**config.mk**
```make
export PLATFORM = sky130hd
export DESIGN_NAME = hazard_scoreboard_flat
export DESIGN_NICKNAME = d
export VERILOG_FILES = /design/src/rtl/cpu_pkg.sv /design/src/rtl/hazard_scoreboard_if.sv /design/src/rtl/scoreboard_stage.sv /design/src/rtl/hazard_scoreboard.sv /design/src/flat_wrapper.sv
export SDC_FILE = /design/constraint.sdc
export NUM_CORES = 1
export LEC_CHECK = 0
export BUFFER_PORTS_ARGS = -buffer_cell sky130_fd_sc_hd__buf_2
export CORE_ASPECT_RATIO = 1.25
export CORE_MARGIN = 5
export CORE_UTILIZATION = 47
export DETAILED_ROUTE_END_ITERATION = 10
export GPL_TIMING_DRIVEN = 1
export PLACE_DENSITY = 0.83
export SLEW_MARGIN = 20
export SYNTH_ARGS = -nofsm -noshare
export SYNTH_HDL_FRONTEND = slang
export SYNTH_HIERARCHICAL = 1
export SYNTH_SLANG_ARGS = --single-unit
```
**constraint.sdc**
```tcl
create_clock -name clk_i -period 2.1 [get_ports clk_i]
set_clock_uncertainty 0.15 [all_clocks]
set_input_delay 0.42 -clock clk_i [delete_from_list [all_inputs] [get_ports clk_i]]
set_output_delay 0.42 -clock clk_i [all_outputs]
set_load 0.005 [all_outputs]
```
**src/rtl/cpu_pkg.sv**
```systemverilog
// Shared pipeline definitions: register address width, the scoreboard entry
// record and the x0 constant.
package cpu_pkg;
  localparam int REG_AW = 5;
  localparam logic [REG_AW-1:0] REG_ZERO = '0;

  typedef struct packed {
    logic              v;
    logic [REG_AW-1:0] rd;
    logic              rw;
    logic              mr;
  } entry_t;

  // x0 is hardwired to zero, so writes to it never produce a value.
  function automatic logic is_producer(entry_t e);
    return e.v & e.rw & (e.rd != REG_ZERO);
  endfunction
endpackage

```
**src/rtl/hazard_scoreboard_if.sv**
```systemverilog
// ID-stage request and pipeline-control response bundle of the hazard scoreboard.
// The pipeline (master) drives the ID fields and flush/busy; the scoreboard
// (slave) answers combinationally in the same cycle, with no handshake.
interface hazard_scoreboard_if #(parameter int CNT_W = 32);
  import cpu_pkg::*;

  logic [REG_AW-1:0] rs1_i;
  logic [REG_AW-1:0] rs2_i;
  logic              rs1_used_i;
  logic              rs2_used_i;
  logic              id_valid_i;
  logic [REG_AW-1:0] id_rd_i;
  logic              id_regwrite_i;
  logic              id_memread_i;
  logic              flush_i;
  logic              dmem_busy_i;
  logic              stall_o;
  logic              pc_write_o;
  logic              ifid_write_o;
  logic              idex_bubble_o;
  logic              bypass_a_o;
  logic              bypass_b_o;
  logic [CNT_W-1:0]  stall_cnt_o;
  entry_t            ex_entry_o;
  entry_t            mem_entry_o;
  entry_t            wb_entry_o;

  modport master (
    output rs1_i, rs2_i, rs1_used_i, rs2_used_i, id_valid_i, id_rd_i,
           id_regwrite_i, id_memread_i, flush_i, dmem_busy_i,
    input  stall_o, pc_write_o, ifid_write_o, idex_bubble_o, bypass_a_o,
           bypass_b_o, stall_cnt_o, ex_entry_o, mem_entry_o, wb_entry_o
  );

  modport slave (
    input  rs1_i, rs2_i, rs1_used_i, rs2_used_i, id_valid_i, id_rd_i,
           id_regwrite_i, id_memread_i, flush_i, dmem_busy_i,
    output stall_o, pc_write_o, ifid_write_o, idex_bubble_o, bypass_a_o,
           bypass_b_o, stall_cnt_o, ex_entry_o, mem_entry_o, wb_entry_o
  );
endinterface

```
**src/rtl/scoreboard_stage.sv**
```systemverilog
// One scoreboard entry register: it holds during a freeze, loads an empty
// entry on a bubble, and otherwise captures the entry arriving from upstream.
module scoreboard_stage
  import cpu_pkg::*;
(
  input  logic   clk_i,
  input  logic   rst_i,
  input  logic   hold,
  input  logic   bubble,
  input  entry_t d,
  output entry_t q
);
  always_ff @(posedge clk_i or posedge rst_i) begin
    if (rst_i) begin
      q <= '0;
    end else if (!hold) begin
      q <= bubble ? entry_t'('0) : d;
    end
  end
endmodule

```
**src/rtl/hazard_scoreboard.sv**
```systemverilog
// Tracks destination writes through EX/MEM/WB, detects load-use hazards in ID,
// and drives stall/bubble controls, WB write-through bypass selects and a stall counter.
module hazard_scoreboard
  import cpu_pkg::*;
#(
  parameter int CNT_W = 32
) (
  input  logic                 clk_i,
  input  logic                 rst_i,
  hazard_scoreboard_if.slave   bus
);
  entry_t            ex_q;
  entry_t            mem_q;
  entry_t            wb_q;
  entry_t            id_entry;
  logic              hz;
  logic              stall;
  logic [CNT_W-1:0]  stall_cnt;

  assign id_entry = '{v:  bus.id_valid_i, rd: bus.id_rd_i,
                      rw: bus.id_regwrite_i, mr: bus.id_memread_i};

  // Only a load sitting in EX needs a stall; a load in MEM reaches EX via forwarding.
  assign hz = bus.id_valid_i & ex_q.v & ex_q.rw & ex_q.mr & (ex_q.rd != REG_ZERO) &
              ((bus.rs1_used_i & (bus.rs1_i == ex_q.rd)) |
               (bus.rs2_used_i & (bus.rs2_i == ex_q.rd)));

  // A flush discards the dependent instruction, and a freeze defers the decision.
  assign stall = hz & ~bus.flush_i & ~bus.dmem_busy_i;

  scoreboard_stage u_ex (
    .clk_i (clk_i), .rst_i (rst_i), .hold (bus.dmem_busy_i),
    .bubble(stall | bus.flush_i), .d (id_entry), .q (ex_q)
  );

  scoreboard_stage u_mem (
    .clk_i (clk_i), .rst_i (rst_i), .hold (bus.dmem_busy_i),
    .bubble(1'b0), .d (ex_q), .q (mem_q)
  );

  scoreboard_stage u_wb (
    .clk_i (clk_i), .rst_i (rst_i), .hold (bus.dmem_busy_i),
    .bubble(1'b0), .d (mem_q), .q (wb_q)
  );

  // Saturating count; stall is already low whenever the pipeline is frozen.
  always_ff @(posedge clk_i or posedge rst_i) begin
    if (rst_i) begin
      stall_cnt <= '0;
    end else if (stall && (stall_cnt != {CNT_W{1'b1}})) begin
      stall_cnt <= stall_cnt + CNT_W'(1);
    end
  end

  assign bus.stall_o       = stall;
  assign bus.pc_write_o    = ~stall & ~bus.dmem_busy_i;
  assign bus.ifid_write_o  = ~stall & ~bus.dmem_busy_i;
  assign bus.idex_bubble_o = (stall | bus.flush_i) & ~bus.dmem_busy_i;
  assign bus.bypass_a_o    = bus.rs1_used_i & is_producer(wb_q) & (wb_q.rd == bus.rs1_i);
  assign bus.bypass_b_o    = bus.rs2_used_i & is_producer(wb_q) & (wb_q.rd == bus.rs2_i);
  assign bus.stall_cnt_o   = stall_cnt;
  assign bus.ex_entry_o    = ex_q;
  assign bus.mem_entry_o   = mem_q;
  assign bus.wb_entry_o    = wb_q;
endmodule

```
**src/flat_wrapper.sv**
```systemverilog
// flat-port wrapper written by rule: the top's interface ports become plain ports
module hazard_scoreboard_flat import cpu_pkg::*;
#(
  parameter int CNT_W = 32
)
  (clk_i, rst_i, bus_rs1_i, bus_rs2_i, bus_rs1_used_i, bus_rs2_used_i, bus_id_valid_i, bus_id_rd_i, bus_id_regwrite_i, bus_id_memread_i, bus_flush_i, bus_dmem_busy_i, bus_stall_o, bus_pc_write_o, bus_ifid_write_o, bus_idex_bubble_o, bus_bypass_a_o, bus_bypass_b_o, bus_stall_cnt_o, bus_ex_entry_o, bus_mem_entry_o, bus_wb_entry_o);
  hazard_scoreboard_if #(.CNT_W(CNT_W)) bus_i ();
  input  logic clk_i;
  input  logic rst_i;
  input wire logic [$bits(bus_i.rs1_i)-1:0] bus_rs1_i;
  input wire logic [$bits(bus_i.rs2_i)-1:0] bus_rs2_i;
  input wire logic [$bits(bus_i.rs1_used_i)-1:0] bus_rs1_used_i;
  input wire logic [$bits(bus_i.rs2_used_i)-1:0] bus_rs2_used_i;
  input wire logic [$bits(bus_i.id_valid_i)-1:0] bus_id_valid_i;
  input wire logic [$bits(bus_i.id_rd_i)-1:0] bus_id_rd_i;
  input wire logic [$bits(bus_i.id_regwrite_i)-1:0] bus_id_regwrite_i;
  input wire logic [$bits(bus_i.id_memread_i)-1:0] bus_id_memread_i;
  input wire logic [$bits(bus_i.flush_i)-1:0] bus_flush_i;
  input wire logic [$bits(bus_i.dmem_busy_i)-1:0] bus_dmem_busy_i;
  output wire logic [$bits(bus_i.stall_o)-1:0] bus_stall_o;
  output wire logic [$bits(bus_i.pc_write_o)-1:0] bus_pc_write_o;
  output wire logic [$bits(bus_i.ifid_write_o)-1:0] bus_ifid_write_o;
  output wire logic [$bits(bus_i.idex_bubble_o)-1:0] bus_idex_bubble_o;
  output wire logic [$bits(bus_i.bypass_a_o)-1:0] bus_bypass_a_o;
  output wire logic [$bits(bus_i.bypass_b_o)-1:0] bus_bypass_b_o;
  output wire logic [$bits(bus_i.stall_cnt_o)-1:0] bus_stall_cnt_o;
  output wire logic [$bits(bus_i.ex_entry_o)-1:0] bus_ex_entry_o;
  output wire logic [$bits(bus_i.mem_entry_o)-1:0] bus_mem_entry_o;
  output wire logic [$bits(bus_i.wb_entry_o)-1:0] bus_wb_entry_o;
  assign bus_i.rs1_i = bus_rs1_i;
  assign bus_i.rs2_i = bus_rs2_i;
  assign bus_i.rs1_used_i = bus_rs1_used_i;
  assign bus_i.rs2_used_i = bus_rs2_used_i;
  assign bus_i.id_valid_i = bus_id_valid_i;
  assign bus_i.id_rd_i = bus_id_rd_i;
  assign bus_i.id_regwrite_i = bus_id_regwrite_i;
  assign bus_i.id_memread_i = bus_id_memread_i;
  assign bus_i.flush_i = bus_flush_i;
  assign bus_i.dmem_busy_i = bus_dmem_busy_i;
  assign bus_stall_o = bus_i.stall_o;
  assign bus_pc_write_o = bus_i.pc_write_o;
  assign bus_ifid_write_o = bus_i.ifid_write_o;
  assign bus_idex_bubble_o = bus_i.idex_bubble_o;
  assign bus_bypass_a_o = bus_i.bypass_a_o;
  assign bus_bypass_b_o = bus_i.bypass_b_o;
  assign bus_stall_cnt_o = bus_i.stall_cnt_o;
  assign bus_ex_entry_o = bus_i.ex_entry_o;
  assign bus_mem_entry_o = bus_i.mem_entry_o;
  assign bus_wb_entry_o = bus_i.wb_entry_o;
  hazard_scoreboard #(.CNT_W(CNT_W)) u_core (.clk_i(clk_i), .rst_i(rst_i), .bus(bus_i));
endmodule
```
==> impl_metrics.yaml <==
run_status:
  status: "finished, violations left"
  violations: "negative setup slack"
logic_synthesis:
  syn-cell-area_sq_um: 2880
  synth.avg_cell_area_sq_um: 11.3
  ys_warn_count: 6
  ys_types: 39
  ys_ff_latch: 56
  ys_seq_area_share_pct: 48.6
  syn_inst: 254
critical_path:
  r2r_cells: 10
  crit_path_end_kind: "output pin"
  crit_arrival_ns: 1.94
  rrSetupSlack_ns: -0.22
  reg2reg_to: "u_core/bus.stall_cnt_o[4]"
  cp.depth: 7
  worstPathMaxFanout: 2
  reg2reg_from: "u_core/u_ex/q[5]"
  crit_family: "simple AND/OR/NAND/NOR gates"
  path_buf_inv: 1
  path_cells: "or4_1, o211ai_1, nor2_2, nand2_2, nand2b_4, nor2b_4, buf_2"
  crit_path_end: "bus_idex_bubble_o"
  path_class: "flop to output pin"
  setup.worst_path.start: "u_core/u_ex/q[4]"
  worst_path_max_delay_cell: "or4_1"
  critPathRequiredTime_ns: 1.53
  start_kind: "flop"
  slowest_delay_ns: 0.51
layout:
  final_common_cell: "buf_2"
  final_layout_size_suffix_gt1_share_pct: 50.5
  final_cell_mix: "buf_2, dfrtp_1, buf_4, xnor2_1, a22o_1"
  filler_cell_count: 439
  diodes: 0
  final_cell_area_sq_um: 4180
  stdcell_count: 487
  finish.utilization_pct: 68.6
  area_growth_pct: 44.9
  nets: 427
timing:
  hold_violations: 0
  max_freq_mhz: 398
  period_needed_ns: 2.51
  setup_tns_ns: -3.89
  post-route-period-util_pct: 120
  slew_viol_final: 0
  setup_violations: 26
  finalWorstSetupSlack_ns: -0.412
  whs_ns: 0.172
  rsz0062_at_grt: "true"
hold_path:
  min_path_type: "primary input to flop"
drt:
  wl_mm: 7.80
  antenna_left: 0
  first_pass_iters: 7
  drc: 0
  drt_iter0_drc: 114
  post_drt_wl_per_cell_um: 16.0
  via_per_inst: 5.20
  vias: 2533
floorplan:
  die_w_um: 80.1
  fp.coreArea_sq_um: 6090
  ios: 86
  die-area_sq_um: 7810
  initial_core_util_pct: 47.4
  dieHeight_um: 97.6
  rows: 32
cts:
  cts_tree: "yes"
  insertion_delay_ns: 0.31
  cts_root_buf: "clkbuf_8"
  clkTransAtPathRegs_ns: 0.10
  cts_sinks: 56
  cts_max_level: 2
  cts_buffer_depth: 2
  numCtsBuffers: 5
global_route:
  busiest_layer: "met2"
  grt_max_degree: 33
  grt_usage_pct: 20.5
  grt_antenna_before_repair: 0
  grt_use_met3_pct: 3.99
  grt_pass1_vias: 2700
  grt_util_met1_pct: 24.5
  grt_pass1_wl_mm: 12.7
  groute.layer.met2.usage_pct: 36.8
  grt_overflow_total: 0
pwr:
  p_seq_share_pct: 56.5
  vdd_drop_max_mv: 0.398
  p_sw_uw: 515
  p_leak_uw: 0.00227
  comb_power_share_pct: 14.2
  p_clk_share_pct: 29.3
  power_density_nw_per_um2: 479
  p_sw_share_pct: 25.7
  cellInternalPower_uw: 1490
placed_design:
  dp_hpwl_mm: 5.62
  numPortBuffers: 85
  place_inst: 468
  postPlaceCellArea_sq_um: 3740
  routabilityCongestion: 0.960
run:
  maxCapViolations: 0
## worst register-to-register path, stage by stage, from the launching register on
cell,delay (ns)
dfrtp_1,0.39
buf_4,0.14
buf_4,0.14
xnor2_2,0.14
nand4_1,0.13
o22ai_2,0.22
buf_4,0.17
nand3_4,0.12
buf_12,0.17
or3_1,0.33
xnor2_1,0.13
## logic make-up (layout without fill, tap and decap cells)
family	Yosys count	after routing	synth area share, %
AO/OA/AOI/OAI	30	30	8.55
XOR/XNOR	49	49	14.9
adder cells (fa/ha/maj)	1	1	0.434
buffers and inverters	19	164	4.17
flip-flops	56	56	48.6
multiplexers	2	2	0.781
other	1	4	0.130
AND/OR/NAND/NOR	96	96	22.4
## cell usage after synthesis
library cell,count,area [sq um]
o211ai_1,2,15.0
buf_2,1,5.00
or3_4,1,11.3
inv_1,11,41.3
nand3_2,1,10.0
and4_1,2,17.5
conb_1,1,3.75
buf_4,1,7.51
nand3_1,9,45.0
mux2_2,2,22.5
dfrtp_1,56,1400
nor3_4,1,16.3
ha_1,1,12.5
nor4_1,3,18.8
nor2_8,3,60.1
or2_2,1,6.26
nand2_1,21,78.8
nor2b_1,2,12.5
nand4_4,1,21.3
nand4_1,11,68.8
and4_2,2,20.0
nand2b_1,5,31.3
o21ai_1,3,15.0
and3_1,3,18.8
a21oi_1,1,5.00
or3_1,1,6.26
nor3_1,14,70.1
nor2_1,8,30.0
a22o_1,21,184
o31ai_1,2,15.0
xor2_1,19,166
clkdlybuf4s18_2,1,10.0
buf_6,5,56.3
xnor2_1,30,263
nand3_4,1,17.5
or4_1,2,15.0
o22ai_2,1,12.5
and2_2,1,7.51
nor4_4,3,63.8
## per-stage QoR
stage | setup slack, ns | total power (uW)
after global placement | -0.0565 | 1410
after global routing | -0.519 | 2090
final | -0.412 | 2000
after CTS | -0.420 | 2020
after floorplan | -0.0628 | 1290
after detailed placement | -0.108 | 1420
## area by class of cell
| type | instances | area, sq um | area share (%) |
|---|---|---|---|
| clock buffer | 5 | 68.8 | 1.65 |
| clock inverter | 2 | 16.3 | 0.389 |
| inverter | 11 | 41.3 | 0.988 |
| multi-input combinational | 182 | 1620 | 38.7 |
| sequential | 56 | 1400 | 33.5 |
| tap | 85 | 106 | 2.55 |
| timing repair buffer | 146 | 926 | 22.2 |
## worst min-delay path by stage
stage,start,endpoint,slack (ns),cells after the start
3_3_place_gp,rst_i,u_core/u_wb/q[2],0.25,2
4_1_cts,bus_id_rd_i[0],u_core/u_ex/q[2],0.16,2
2_1_floorplan,rst_i,u_core/u_ex/q[0],0.09,1
3_5_place_dp,rst_i,u_core/u_mem/q[3],0.26,2
6_report,bus_id_regwrite_i,u_core/u_ex/q[1],0.17,2
5_1_grt,bus_id_rd_i[2],u_core/u_ex/q[4],0.17,2
## per-layer routing
metal  up-vias  share of wire (%)  wire length [um]
met5         -                  0                 0
li1       1180                  -                 -
met3         4                6.6               514
met4         0               0.60                47
met2       105                 53              4100
met1      1244                 40              3130
## power groups by stage
stage          logic (uW)  registers, uW  clock network (uW)
6_report              285           1130                 586
4_1_cts               280           1130                 605
3_5_place_dp          264           1150                   0
5_1_grt               310           1140                 644
2_1_floorplan         125           1160                   0
3_3_place_gp          259           1150                   0
## flip-flops by register name, indices dropped and copies added, names as in the netlist
name and cells:
u_core/bus.stall_cnt_o 32, u_core/u_ex/q 8, u_core/u_mem/q 8, u_core/u_wb/q 8
## timing repair
item                       CTS  global route
setup buffers               23             5
gates resized for setup     49             7
gates cloned                 1             0
hold endpoints to repair    24             0
setup endpoints to repair   25            45
pin swaps                   22            14
hold buffers                 1             0
No activity file was read; power rests on OpenSTA's default activity.
